**config.mk**
```make
export PLATFORM = sky130hd
export DESIGN_NAME = spi_cmd_sequencer
export DESIGN_NICKNAME = d
export VERILOG_FILES = /design/src/rtl/spi_seq_pkg.sv /design/src/rtl/sync_fifo.sv /design/src/rtl/spi_cmd_sequencer.sv
export SDC_FILE = /design/constraint.sdc
export NUM_CORES = 1
export LEC_CHECK = 0
export ABC_AREA = 1
export BUFFER_PORTS_ARGS = -buffer_cell sky130_fd_sc_hd__buf_2
export CAP_MARGIN = 40
export CORE_MARGIN = 1.5
export CORE_UTILIZATION = 45
export DETAILED_ROUTE_END_ITERATION = 10
export PLACE_DENSITY = 0.73
export SETUP_SLACK_MARGIN = 0.05
export SLEW_MARGIN = 20
export SYNTH_ARGS = -nofsm -noshare
export SYNTH_HDL_FRONTEND = slang
export SYNTH_SLANG_ARGS = --single-unit
export TNS_END_PERCENT = 1
```
**constraint.sdc**
```tcl
create_clock -name clk -period 2.1 [get_ports clk]
set_input_delay 0.105 -clock clk [delete_from_list [all_inputs] [get_ports clk]]
set_output_delay 0.105 -clock clk [all_outputs]
set_load 0.1 [all_outputs]
```
**src/rtl/spi_seq_pkg.sv**
```systemverilog
// rtl/spi_seq_pkg.sv - shared FSM encoding, command field positions and default depths
package spi_seq_pkg;

    typedef enum logic [1:0] {
        ST_IDLE  = 2'd0,
        ST_ISSUE = 2'd1,
        ST_ARM   = 2'd2,
        ST_WAIT  = 2'd3
    } state_t;

    localparam int CMD_W         = 11;
    localparam int CAP_BIT       = 10;
    localparam int DC_BIT        = 9;
    localparam int END_BIT       = 8;
    localparam int BYTE_MSB      = 7;
    localparam int DEF_CMD_DEPTH = 4;
    localparam int DEF_RD_DEPTH  = 4;

endpackage

```
**src/rtl/sync_fifo.sv**
```systemverilog
// rtl/sync_fifo.sv - single-clock FIFO with registered occupancy count
// A push into a full FIFO is ignored even when a pop happens in the same cycle.
module sync_fifo #(
    parameter int WIDTH = 8,
    parameter int DEPTH = 4
) (
    input  logic                       clk,
    input  logic                       rst,
    input  logic                       push,
    input  logic [WIDTH-1:0]           wdata,
    input  logic                       pop,
    output logic [WIDTH-1:0]           rdata,
    output logic                       full,
    output logic                       empty,
    output logic [$clog2(DEPTH+1)-1:0] count
);

    localparam int AW = $clog2(DEPTH);
    localparam int CW = $clog2(DEPTH+1);

    logic [WIDTH-1:0] mem [DEPTH];
    logic [AW-1:0]    wr_ptr;
    logic [AW-1:0]    rd_ptr;
    logic [CW-1:0]    cnt;
    logic             push_ok;
    logic             pop_ok;

    assign full    = (cnt == CW'(DEPTH));
    assign empty   = (cnt == '0);
    assign push_ok = push && !full;
    assign pop_ok  = pop && !empty;
    assign rdata   = mem[rd_ptr];
    assign count   = cnt;

    always_ff @(posedge clk) begin
        if (push_ok) begin
            mem[wr_ptr] <= wdata;
        end
    end

    always_ff @(posedge clk) begin
        if (rst) begin
            wr_ptr <= '0;
            rd_ptr <= '0;
            cnt    <= '0;
        end else begin
            if (push_ok) begin
                wr_ptr <= wr_ptr + AW'(1);
            end
            if (pop_ok) begin
                rd_ptr <= rd_ptr + AW'(1);
            end
            cnt <= cnt + CW'(push_ok) - CW'(pop_ok);
        end
    end

endmodule

```
**src/rtl/spi_cmd_sequencer.sv**
```systemverilog
// rtl/spi_cmd_sequencer.sv - queued SPI byte-command sequencer with read-data capture FIFO
// Issues one spi_ctrl transfer at a time from the command FIFO and captures flagged MISO bytes.
module spi_cmd_sequencer
    import spi_seq_pkg::*;
#(
    parameter int CMD_DEPTH = DEF_CMD_DEPTH,
    parameter int RD_DEPTH  = DEF_RD_DEPTH
) (
    input  logic                           clk,
    input  logic                           rst,
    input  logic                           cmd_valid,
    input  logic [CMD_W-1:0]               cmd_data,
    output logic                           cmd_ready,
    output logic [$clog2(CMD_DEPTH+1)-1:0] cmd_count,
    output logic                           overflow,
    input  logic                           clr_overflow,
    input  logic                           rd_pop,
    output logic [7:0]                     rd_data,
    output logic                           rd_valid,
    output logic                           idle,
    output logic                           spi_start,
    output logic [7:0]                     spi_byte,
    output logic                           spi_dc,
    output logic                           spi_end_txn,
    input  logic                           spi_busy,
    input  logic [7:0]                     spi_rdata
);

    localparam int RCW = $clog2(RD_DEPTH+1);

    state_t           state;
    state_t           state_next;
    logic [CMD_W-1:0] cmd_head;
    logic             cmd_empty;
    logic             cmd_full;
    logic             cmd_pop;
    logic [7:0]       rd_head;
    logic             rd_empty;
    logic             rd_full;
    logic [RCW-1:0]   rd_cnt;
    logic             rd_push;
    logic             cap_q;

    sync_fifo #(.WIDTH(CMD_W), .DEPTH(CMD_DEPTH)) u_cmd_fifo (
        .clk   (clk),
        .rst   (rst),
        .push  (cmd_valid),
        .wdata (cmd_data),
        .pop   (cmd_pop),
        .rdata (cmd_head),
        .full  (cmd_full),
        .empty (cmd_empty),
        .count (cmd_count)
    );

    sync_fifo #(.WIDTH(8), .DEPTH(RD_DEPTH)) u_rd_fifo (
        .clk   (clk),
        .rst   (rst),
        .push  (rd_push),
        .wdata (spi_rdata),
        .pop   (rd_pop),
        .rdata (rd_head),
        .full  (rd_full),
        .empty (rd_empty),
        .count (rd_cnt)
    );

    assign cmd_ready = !cmd_full;
    assign rd_valid  = (rd_cnt != '0);
    assign rd_data   = rd_empty ? 8'hFF : rd_head;
    assign idle      = cmd_empty && (state == ST_IDLE);

    // A capture is held back while the read FIFO is full so it can never overflow.
    always_comb begin
        state_next = state;
        cmd_pop    = 1'b0;
        rd_push    = 1'b0;
        case (state)
            ST_IDLE: begin
                if (!cmd_empty && (!cmd_head[CAP_BIT] || !rd_full)) begin
                    state_next = ST_ISSUE;
                end
            end
            ST_ISSUE: begin
                cmd_pop    = 1'b1;
                state_next = ST_ARM;
            end
            ST_ARM: begin
                state_next = ST_WAIT;
            end
            ST_WAIT: begin
                if (!spi_busy) begin
                    rd_push    = cap_q;
                    state_next = ST_IDLE;
                end
            end
            default: begin
                state_next = ST_IDLE;
            end
        endcase
    end

    always_ff @(posedge clk) begin
        if (rst) begin
            state       <= ST_IDLE;
            spi_start   <= 1'b0;
            spi_byte    <= 8'h00;
            spi_dc      <= 1'b0;
            spi_end_txn <= 1'b0;
            cap_q       <= 1'b0;
            overflow    <= 1'b0;
        end else begin
            state     <= state_next;
            spi_start <= (state_next == ST_ISSUE);
            if (state == ST_IDLE && state_next == ST_ISSUE) begin
                spi_byte    <= cmd_head[BYTE_MSB:0];
                spi_dc      <= cmd_head[DC_BIT];
                spi_end_txn <= cmd_head[END_BIT];
                cap_q       <= cmd_head[CAP_BIT];
            end
            if (cmd_valid && cmd_full) begin
                overflow <= 1'b1;
            end else if (clr_overflow) begin
                overflow <= 1'b0;
            end
        end
    end

endmodule

```
==> reports/qor.txt, run 1 <==
slew margin rel.: 59.1%
Max Fclk: 523 MHz
number of sinks on the clock net: 109
number of antenna repair diodes: 0
Worst Path Max Fanout: 16
Synth Net Count: 497
P&R area growth vs syn: 20.1%
post-place instance area: 5140 um2
detailed route wirelength on metal2: 4260 um
number of global-route vias before repair: 3019
setup repair after global routing missed its margin: yes
layout cells sized above 1: 19.1%
count of distinct cell types in the synthesized netlist: 21
Overall Global Routing Usage: 16.1%
post-route cell area: 5560 um2
element type at the critical path start: flip-flop
via count: 3104
flops & latches, synth: 109
power density cells: 1430 nW/um2
Crit path required time: 2.00 ns
total routed wirelength: 8210 um
signal arrival time at the worst endpoint: 1.81 ns
most common library cell in the layout ignoring fill and taps: sky130_fd_sc_hd__inv_1
met1 routed wirelength after detailed routing: 3490 um
die footprint: 10900 um2
Top Ports: 51
Final setup violation count: 0
post-route minimum period: 1.91 ns
antenna violations before repair: 0
CTS clock-pin slew for the worst setup and hold paths: 0.10 ns
Max Used Layer: met4
path type of the worst min-delay path: input pin to flip-flop
clock buffer depth: 2
total of warnings raised by yosys: 0
Core Rows: 36
post-synthesis sequential area ratio: 63.6%
Post-Route Setup TNS: 0 ns
total clock buffers created by CTS: 9
final hold viol count: 0
input/output buffers: 50
number of design rule violations left after detail routing: 0
number of vias per cell after detailed routing: 4.54
die span in x: 104 um
H-tree depth: 3
Root Buffer Master: sky130_fd_sc_hd__clkbuf_8
sort of element at the end of the critical path: output pin
Post-Syn Instances: 458
final estimated routing congestion in global placement: 0.755
largest net degree at the start of global routing: 25
drt pass-1 iters: 4
Die Y: 104 um
leftover overflow at the end of global routing: 0
number of design-rule violations left by the first detailed-router iteration: 185
TritonCTS clock tree: yes
Initial Util: 46.9%
Post-Route Skew: 0.00883 ns
Avg Cell Area, Syn: 10.1 um2
remaining number of nets flagged by the antenna check after routing: 0
final number of max-transition violations: 0
cell area after synthesis: 4630 um2
worst vdd rail ir drop: 1.02 mV
leading cell types in the layout, fill and taps excluded: sky130_fd_sc_hd__inv_1 (96), sky130_fd_sc_hd__nand2_1 (88), sky130_fd_sc_hd__edfxtp_1 (76), sky130_fd_sc_hd__buf_2 (50), sky130_fd_sc_hd__nand3_1 (36)
measured slew at the worst slew-check pin: 0.613 ns
average wire per standard cell: 12.0 um
latest clock arrival within the worst-skew pair: 0.36 ns
Worst Hold Slack: 0.0108 ns
met3 wirelength from detailed routing: 353 um
status: finished, final reports clean
category of the critical setup timing path: flip-flop to output pin
core outline area: 9860 um2
global-route wire length before repair: 13700 um
max-cap viol count: 0
Post-layout nets: 584
leakage: 2.45 nW
final period utilization: 91.1%
half-perimeter wire length after detailed placement: 5650 um
-- metal layers --
metal	up-vias	track usage, %
li1	1631	-
met1	1411	18.3
met2	55	28.6
met3	7	4.01
met4	0	7.14
met5	-	0
-- state kept, by name (all words and copies together) (netlist names), 2 cells and up, named ones only --
register,flops
u_rd_fifo.mem,32
u_cmd_fifo.count,3
u_cmd_fifo.rd_ptr,2
state,2
u_rd_fifo.count,3
spi_byte,8
u_rd_fifo.wr_ptr,2
u_rd_fifo.rd_ptr,2
u_cmd_fifo.mem,44
u_cmd_fifo.wr_ptr,2
-- cells in the mapped netlist, drive strengths merged --
cell,instances,area share [%]
dfxtp,33,14
clkbuf,2,0.16
o211ai,16,2.6
nand2,90,7.4
xnor2,2,0.38
o21ai,7,0.76
nand3,36,3.9
a21oi,21,2.3
fa,2,0.86
inv,99,8.0
nand4,1,0.14
ha,12,3.2
nor2,37,3.1
buf,15,1.8
edfxtp,76,49
and2,1,0.14
mux2i,8,1.7
-- worst max-delay path, cell delays in order (launching register included) --
cell	delay (ns)
sky130_fd_sc_hd__dfxtp_1	0.31
sky130_fd_sc_hd__inv_1	0.35
sky130_fd_sc_hd__o211ai_1	0.18
sky130_fd_sc_hd__o211ai_1	0.13
sky130_fd_sc_hd__buf_2	0.46
-- area by class of cell --
class                           count  area [um2]
Sequential cell                   109        2950
Inverter                           99         372
Clock inverter                      7        57.6
Clock buffer                        9         124
Timing Repair Buffer               93         626
Multi-Input combinational cell    233        1260
Fill cell                         817        4310
Tap cell                          133         166
-- timing repair --
item,CTS,global route
buffers inserted,0,1
hold endpoints to repair,77,0
gates cloned,0,0
hold buffers,21,0
setup endpoints to repair,1,6
gates resized for setup,1,7
-- kinds of logic (layout without fill, tap and decap cells) --
family          after synthesis  after routing  share of synthesized area (%)
compound gates               44             44                           5.62
xor+xnor                      2              2                          0.378
fa+ha+maj                    14             14                           4.11
buf+inv                     116            208                           10.0
flops                       109            109                           63.6
mux                           8              8                           1.73
simple gates                165            165                           14.6
-- stage by stage --
step	setup slack, ns	total power (W)	utilization, %	cells
detailed placement	0.0497	0.00680	52.1	645
global placement	0.152	0.00671	52.1	645
finish	0.186	0.00798	56.4	683
global route	0.0290	0.00847	56.4	683
CTS	0.0863	0.00799	56.1	682
floorplan	-0.140	0.00612	-	458
-- power breakdown --
group / switching (W) / internal (W) / leakage [nW]
clock network: 0.000707 / 0.000451 / 0.0950
registers: 0.000160 / 0.00263 / 0.964
logic: 0.00313 / 0.000903 / 1.39
-- path summary, 6_finish.rpt --
kind | slack (ns) | depth (start not counted) | to | startpoint
worst max register to register | 0.22 | 12 | u_cmd_fifo.count[2] | u_cmd_fifo.count[1]
worst max-delay path | 0.19 | 4 | rd_data[1] | flip-flop
worst min register to register | 0.47 | 2 | u_cmd_fifo.rd_ptr[1] | u_cmd_fifo.rd_ptr[1]
worst min-delay path | 0.01 | 2 | u_cmd_fifo.count[1] | rst
Note: power is estimated with default switching activity, not from simulation.
==> inputs of run 2 (changes only) <==
--- a/config.mk
+++ b/config.mk
@@ -11,6 +11,7 @@
 export CORE_MARGIN = 1.5
 export CORE_UTILIZATION = 45
 export DETAILED_ROUTE_END_ITERATION = 10
+export HOLD_SLACK_MARGIN = 0.12
 export PLACE_DENSITY = 0.73
 export SETUP_SLACK_MARGIN = 0.05
 export SLEW_MARGIN = 20
==> reports/qor.txt, run 2 (synthesis results as in run 1) <==
status: finished, final reports clean (unchanged)
number of antenna repair diodes: 0 (unchanged)
antenna violations before repair: 0 (unchanged)
half-perimeter wire length after detailed placement: 5650 um (unchanged)
Crit path required time: 2.00 ns (about the same)
core outline area: 9860 um2 (unchanged)
via count: 3122 (was 3104)
P&R area growth vs syn: 20.7% (was 20.1%)
largest net degree at the start of global routing: 25 (unchanged)
Post-Route Skew: 0.00815 ns (was 0.00883 ns)
worst hold start: cmd_valid (was rst)
number of design rule violations left after detail routing: 0 (unchanged)
die span in x: 104 um (unchanged)
H-tree depth: 3 (unchanged)
post-place instance area: 5140 um2 (unchanged)
number of vias per cell after detailed routing: 4.55 (was 4.54)
die footprint: 10900 um2 (unchanged)
total clock buffers created by CTS: 9 (unchanged)
final period utilization: 91.1% (about the same)
power density cells: 1430 nW/um2 (about the same)
final worst-path setup slack: 0.187 ns (was 0.186 ns)
measured slew at the worst slew-check pin: 0.621 ns (was 0.613 ns)
hold worst-path end: u_cmd_fifo.count[0] (was u_cmd_fifo.count[1])
Root Buffer Master: sky130_fd_sc_hd__clkbuf_8 (unchanged)
fin cells: 686 (was 683)
RR Endpoint: u_cmd_fifo.count[2] (unchanged)
number of flip-flops under the largest register name: 44 (unchanged)
latest clock arrival within the worst-skew pair: 0.36 ns (about the same)
Initial Util: 46.9% (unchanged)
Die Y: 104 um (unchanged)
post-layout total power: 0.00799 W (was 0.00798 W)
Top Ports: 51 (unchanged)
Core Rows: 36 (unchanged)
minimum setup slack after placement: 0.0497 ns (unchanged)
sort of element at the end of the critical path: output pin (unchanged)
element type at the critical path start: flip-flop (unchanged)
remaining number of nets flagged by the antenna check after routing: 0 (unchanged)
number of design-rule violations left by the first detailed-router iteration: 166 (was 185)
Overall Global Routing Usage: 16.2% (was 16.1%)
average wire per standard cell: 11.9 um (was 12.0 um)
final estimated routing congestion in global placement: 0.755 (unchanged)
post-route minimum period: 1.91 ns (about the same)
number of global-route vias before repair: 3030 (was 3019)
reg-to-reg slack, setup: 0.21 ns (was 0.22 ns)
input/output buffers: 50 (unchanged)
total routed wirelength: 8180 um (was 8210 um)
signal arrival time at the worst endpoint: 1.81 ns (about the same)
final number of max-transition violations: 0 (unchanged)
TritonCTS clock tree: yes (unchanged)
register with the most flip-flops: u_cmd_fifo.mem (unchanged)
layout cells sized above 1: 19.0% (was 19.1%)
path type of the worst min-delay path: input pin to flip-flop (unchanged)
leftover overflow at the end of global routing: 0 (unchanged)
leakage: 2.46 nW (was 2.45 nW)
Worst Hold Slack: 0.215 ns (was 0.0108 ns)
Max Fclk: 523 MHz (about the same)
final hold viol count: 0 (unchanged)
CTS clock-pin slew for the worst setup and hold paths: 0.10 ns (about the same)
category of the critical setup timing path: flip-flop to output pin (unchanged)
clock buffer depth: 2 (unchanged)
number of sinks on the clock net: 109 (unchanged)
post-route cell area: 5590 um2 (was 5560 um2)
max-cap viol count: 0 (unchanged)
number of cells after detailed placement: 645 (unchanged)
global-route wire length before repair: 13800 um (was 13700 um)
Final setup violation count: 0 (unchanged)
setup repair after global routing missed its margin: yes (unchanged)
startpoint of the worst register-to-register path: u_cmd_fifo.count[1] (unchanged)
Worst Hold Depth: 6 (was 2)
Post-layout nets: 587 (was 584)
drt pass-1 iters: 4 (unchanged)
biggest regs: u_cmd_fifo.mem: 44 flops, u_rd_fifo.mem: 32 flops, spi_byte: 8 flops (unchanged)
most common library cell in the layout ignoring fill and taps: sky130_fd_sc_hd__inv_1 (unchanged)
Worst Path Max Fanout: 16 (unchanged)
slew margin rel.: 58.5% (was 59.1%)
worst vdd rail ir drop: 1.02 mV (about the same)
cell count of the worst reg-to-reg path: 12 (unchanged)
leading cell types in the layout, fill and taps excluded: sky130_fd_sc_hd__inv_1 (96), sky130_fd_sc_hd__nand2_1 (88), sky130_fd_sc_hd__edfxtp_1 (76), sky130_fd_sc_hd__buf_2 (50), sky130_fd_sc_hd__nand3_1 (36) (unchanged)
[run 2: how the worst max path moves through the flow]
stage,cells after the start,endpoint,slack [ns],from
6_report,4,rd_data[1],0.19,flip-flop
5_1_grt,4,rd_data[0],0.03,flip-flop
4_1_cts,12,u_cmd_fifo.count[2],0.09,u_cmd_fifo.count[1]
3_5_place_dp,12,u_cmd_fifo.count[2],0.05,u_cmd_fifo.count[2]
3_3_place_gp,12,u_cmd_fifo.count[2],0.15,u_cmd_fifo.count[2]
2_1_floorplan,4,rd_data[3],-0.14,flip-flop
[run 2: final cells by class]
type,instances,area [um2]
timing repair buffer,96,656
multi-input combinational,233,1260
sequential,109,2950
clock inverter,7,57.6
clock buffer,9,124
fill,812,4280
tap,133,166
inverter,99,372
[run 2: stage by stage]
stage	setup TNS (ns)	utilization (%)
6_report	0	56.7
5_1_grt	0	56.7
2_1_floorplan	-1.29	-
3_3_place_gp	0	52.1
3_5_place_dp	0	52.1
4_1_cts	0	56.4
[run 2: critical path: stages (launching register included)]
cell and delay (ns):
sky130_fd_sc_hd__dfxtp_1 0.31, sky130_fd_sc_hd__inv_1 0.35, sky130_fd_sc_hd__o211ai_1 0.18, sky130_fd_sc_hd__o211ai_1 0.13, sky130_fd_sc_hd__buf_2 0.46
[run 2: report_power, final]
part / leakage (nW) / switching [W] / internal [W] / total (W)
Sequential: 0.964 / 0.000160 / 0.00263 / 0.00279
Combinational: 1.40 / 0.00313 / 0.000907 / 0.00404
Clock: 0.0950 / 0.000706 / 0.000451 / 0.00116
[run 2: per-layer routing]
metal / routed length, um / share of wire [%] / track usage [%] / vias up
li1: - / - / - / 1637
met1: 3500 / 43 / 18.4 / 1426
met2: 4240 / 52 / 28.6 / 50
met3: 316 / 3.9 / 4.01 / 9
met4: 129 / 1.6 / 7.14 / 0
met5: 0 / 0 / 0 / -
[run 2: what timing repair did]
action | CTS | global route
endpoints found under the setup margin | 1 | 6
resized for setup | 1 | 7
endpoints found under the hold margin | 87 | 0
hold buffers | 24 | 0
buffers inserted | 0 | 1
==> inputs of run 3 (changes only) <==
--- a/config.mk
+++ b/config.mk
@@ -12,7 +12,7 @@
 export CORE_UTILIZATION = 45
 export DETAILED_ROUTE_END_ITERATION = 10
 export HOLD_SLACK_MARGIN = 0.12
-export PLACE_DENSITY = 0.73
+export PLACE_DENSITY = 0.75
 export SETUP_SLACK_MARGIN = 0.05
 export SLEW_MARGIN = 20
 export SYNTH_ARGS = -nofsm -noshare
==> constraint.sdc (replaced) <==
create_clock -name clk -period 1.6 [get_ports clk]
set_input_delay 0.08 -clock clk [delete_from_list [all_inputs] [get_ports clk]]
set_output_delay 0.08 -clock clk [all_outputs]
set_load 0.1 [all_outputs]
==> reports/qor.txt, run 3 (synthesis results as in run 1) <==
status: finished with violations (was finished, final reports clean)
violations in the final reports: setup timing
most crowded layer after global routing: met2 (unchanged)
H-tree depth: 3 (unchanged)
core outline area: 9860 um2 (unchanged)
total routed wirelength: 8680 um (was 8180 um)
leading cell types in the layout, fill and taps excluded: sky130_fd_sc_hd__inv_1 (87), sky130_fd_sc_hd__nand2_1 (86), sky130_fd_sc_hd__edfxtp_1 (76), sky130_fd_sc_hd__buf_2 (40), sky130_fd_sc_hd__nand3_1 (35) (was sky130_fd_sc_hd__inv_1 (96), sky130_fd_sc_hd__nand2_1 (88), sky130_fd_sc_hd__edfxtp_1 (76), sky130_fd_sc_hd__buf_2 (50), sky130_fd_sc_hd__nand3_1 (36))
slew margin rel.: 66.7% (was 58.5%)
via count: 3217 (was 3122)
power density cells: 2020 nW/um2 (was 1430 nW/um2)
die span in x: 104 um (unchanged)
signal arrival time at the worst endpoint: 2.08 ns (was 1.81 ns)
average wire per standard cell: 12.4 um (was 11.9 um)
number of vias per cell after detailed routing: 4.61 (was 4.55)
die footprint: 10900 um2 (unchanged)
Core Rows: 36 (unchanged)
final estimated routing congestion in global placement: 0.783 (was 0.755)
TritonCTS clock tree: yes (unchanged)
met3 global-route usage: 4.64% (was 4.01%)
drt pass-1 iters: 4 (unchanged)
measured slew at the worst slew-check pin: 0.504 ns (was 0.621 ns)
P&R area growth vs syn: 30.4% (was 20.7%)
half-perimeter wire length after detailed placement: 5770 um (was 5650 um)
total clock buffers created by CTS: 9 (unchanged)
met2 layer usage reported by global route: 29.0% (was 28.6%)
hold buffers post-CTS: 22 (was 24)
most common library cell in the layout ignoring fill and taps: sky130_fd_sc_hd__inv_1 (unchanged)
Initial Util: 46.9% (unchanged)
largest net degree at the start of global routing: 25 (unchanged)
final worst-path setup slack: -0.226 ns (was 0.187 ns)
Die Y: 104 um (unchanged)
setup repair after global routing missed its margin: yes (unchanged)
input/output buffers: 50 (unchanged)
number of design-rule violations left by the first detailed-router iteration: 162 (was 166)
number of sinks on the clock net: 109 (unchanged)
multi-input gate area in the final layout: 1350 um2 (was 1260 um2)
path type of the worst min-delay path: input pin to flip-flop (unchanged)
leakage: 2.63 nW (was 2.46 nW)
global-route track usage on met1: 19.2% (was 18.4%)
Worst Path Max Fanout: 2 (was 16)
final hold viol count: 0 (unchanged)
final period utilization: 114%
number of antenna repair diodes: 0 (unchanged)
number of flip-flops under the largest register name: 44 (unchanged)
Top Ports: 51 (unchanged)
clock buffer depth: 2 (unchanged)
antenna violations before repair: 0 (unchanged)
sequential standard cell area: 2960 um2 (was 2950 um2)
leftover overflow at the end of global routing: 0 (unchanged)
element type at the critical path start: flip-flop (unchanged)
Post-layout nets: 599 (was 587)
post-layout total power: 0.0122 W (was 0.00799 W)
number of design rule violations left after detail routing: 0 (unchanged)
register with the most flip-flops: u_cmd_fifo.mem (unchanged)
Root Buffer Master: sky130_fd_sc_hd__clkbuf_8 (unchanged)
filler instances: 735 (was 812)
remaining number of nets flagged by the antenna check after routing: 0 (unchanged)
global-route wire length before repair: 14300 um (was 13800 um)
number of global-route vias before repair: 3174 (was 3030)
max-cap viol count: 0 (unchanged)
biggest regs: u_cmd_fifo.mem: 44 flops, u_rd_fifo.mem: 32 flops, spi_byte: 8 flops (unchanged)
Crit path required time: 1.86 ns (was 2.00 ns)
post-route minimum period: 1.83 ns
number of cells after detailed placement: 657 (was 645)
Final setup violation count: 12 (was 0)
fin cells: 698 (was 686)
sort of element at the end of the critical path: flip-flop (was output pin)
latest clock arrival within the worst-skew pair: 0.37 ns (was 0.36 ns)
final number of max-transition violations: 0 (unchanged)
Max Fclk: 548 MHz
Overall Global Routing Usage: 16.6% (was 16.2%)
Post-Route Skew: 0.0121 ns (was 0.00815 ns)
layout cells sized above 1: 25.5% (was 19.0%)
category of the critical setup timing path: flip-flop to flip-flop (was flip-flop to output pin)
worst vdd rail ir drop: 1.30 mV (was 1.02 mV)
CTS clock-pin slew for the worst setup and hold paths: 0.09 ns (was 0.10 ns)
run 3: changes by cell type in the layout (fill, tap and decap cells not counted), sizes merged:
cell / delta
inv: -5
clkbuf: +2
clkinvlp: +1
bufinv: +2
buf: +14
dlygate4sd3: -2
run 3: area by class of cell:
class,count,share of cell area [%]
clock buffers,11,2.51
flip-flops and latches,109,49.0
clock inverters,5,1.37
well taps,133,2.76
inverters,99,6.30
multi-input cells,233,22.4
repair buffers,108,15.7
run 3: final timing paths:
kind / end / start / cells past startpoint / slack (ns)
worst max register to register: u_cmd_fifo.count[1] / u_cmd_fifo.count[1] / 10 / -0.23
worst max-delay path: u_cmd_fifo.count[1] / u_cmd_fifo.count[1] / 10 / -0.23
worst min-delay path: u_cmd_fifo.count[1] / rst / 2 / 0.02
worst min register to register: flip-flop / u_rd_fifo.rd_ptr[1] / 2 / 0.45
run 3: per-stage QoR:
| stage | instance area [um2] | hold WS [ns] | setup slack [ns] | util, % | TNS [ns] |
|---|---|---|---|---|---|
| 2_1_floorplan | 4670 | 0.179 | -0.615 | - | -23.53 |
| 4_1_cts | 5920 | -0.00151 | -0.228 | 60.0 | -1.26 |
| 5_1_grt | 6040 | 0.00359 | -0.289 | 61.2 | -2.15 |
| 6_report | 6040 | 0.0195 | -0.226 | 61.2 | -1.06 |
| 3_5_place_dp | 5420 | 0.294 | -0.338 | 54.9 | -1.10 |
| 3_3_place_gp | 5420 | 0.290 | -0.205 | 54.9 | -0.669 |
run 3: critical path: stages, from the launching register on:
cell,delay (ns)
sky130_fd_sc_hd__dfxtp_4,0.36
sky130_fd_sc_hd__nor2_4,0.12
sky130_fd_sc_hd__nand2_2,0.07
sky130_fd_sc_hd__inv_2,0.07
sky130_fd_sc_hd__nor2_4,0.04
sky130_fd_sc_hd__ha_4,0.24
sky130_fd_sc_hd__inv_4,0.05
sky130_fd_sc_hd__ha_4,0.12
sky130_fd_sc_hd__inv_2,0.04
sky130_fd_sc_hd__fa_2,0.57
sky130_fd_sc_hd__nor2_2,0.04
run 3: repair_timing:
item	in CTS	in global routing
hold endpoints to repair	85	7
pin swaps	9	14
setup endpoints to repair	14	55
cloned	0	0
setup buffers	1	2
gates resized for setup	15	31
run 3: metal layers:
metal / up-vias / wire length [um]
met5: - / 0
met4: 0 / 165
met3: 13 / 260
met1: 1481 / 3890
met2: 57 / 4370
li1: 1666 / -
run 3: power by group:
part	leakage, nW	switching (W)	total (W)	internal (W)
clock	0.120	0.000877	0.00185	0.000970
sequential	0.965	0.000209	0.00367	0.00346
combinational	1.55	0.00450	0.00667	0.00217
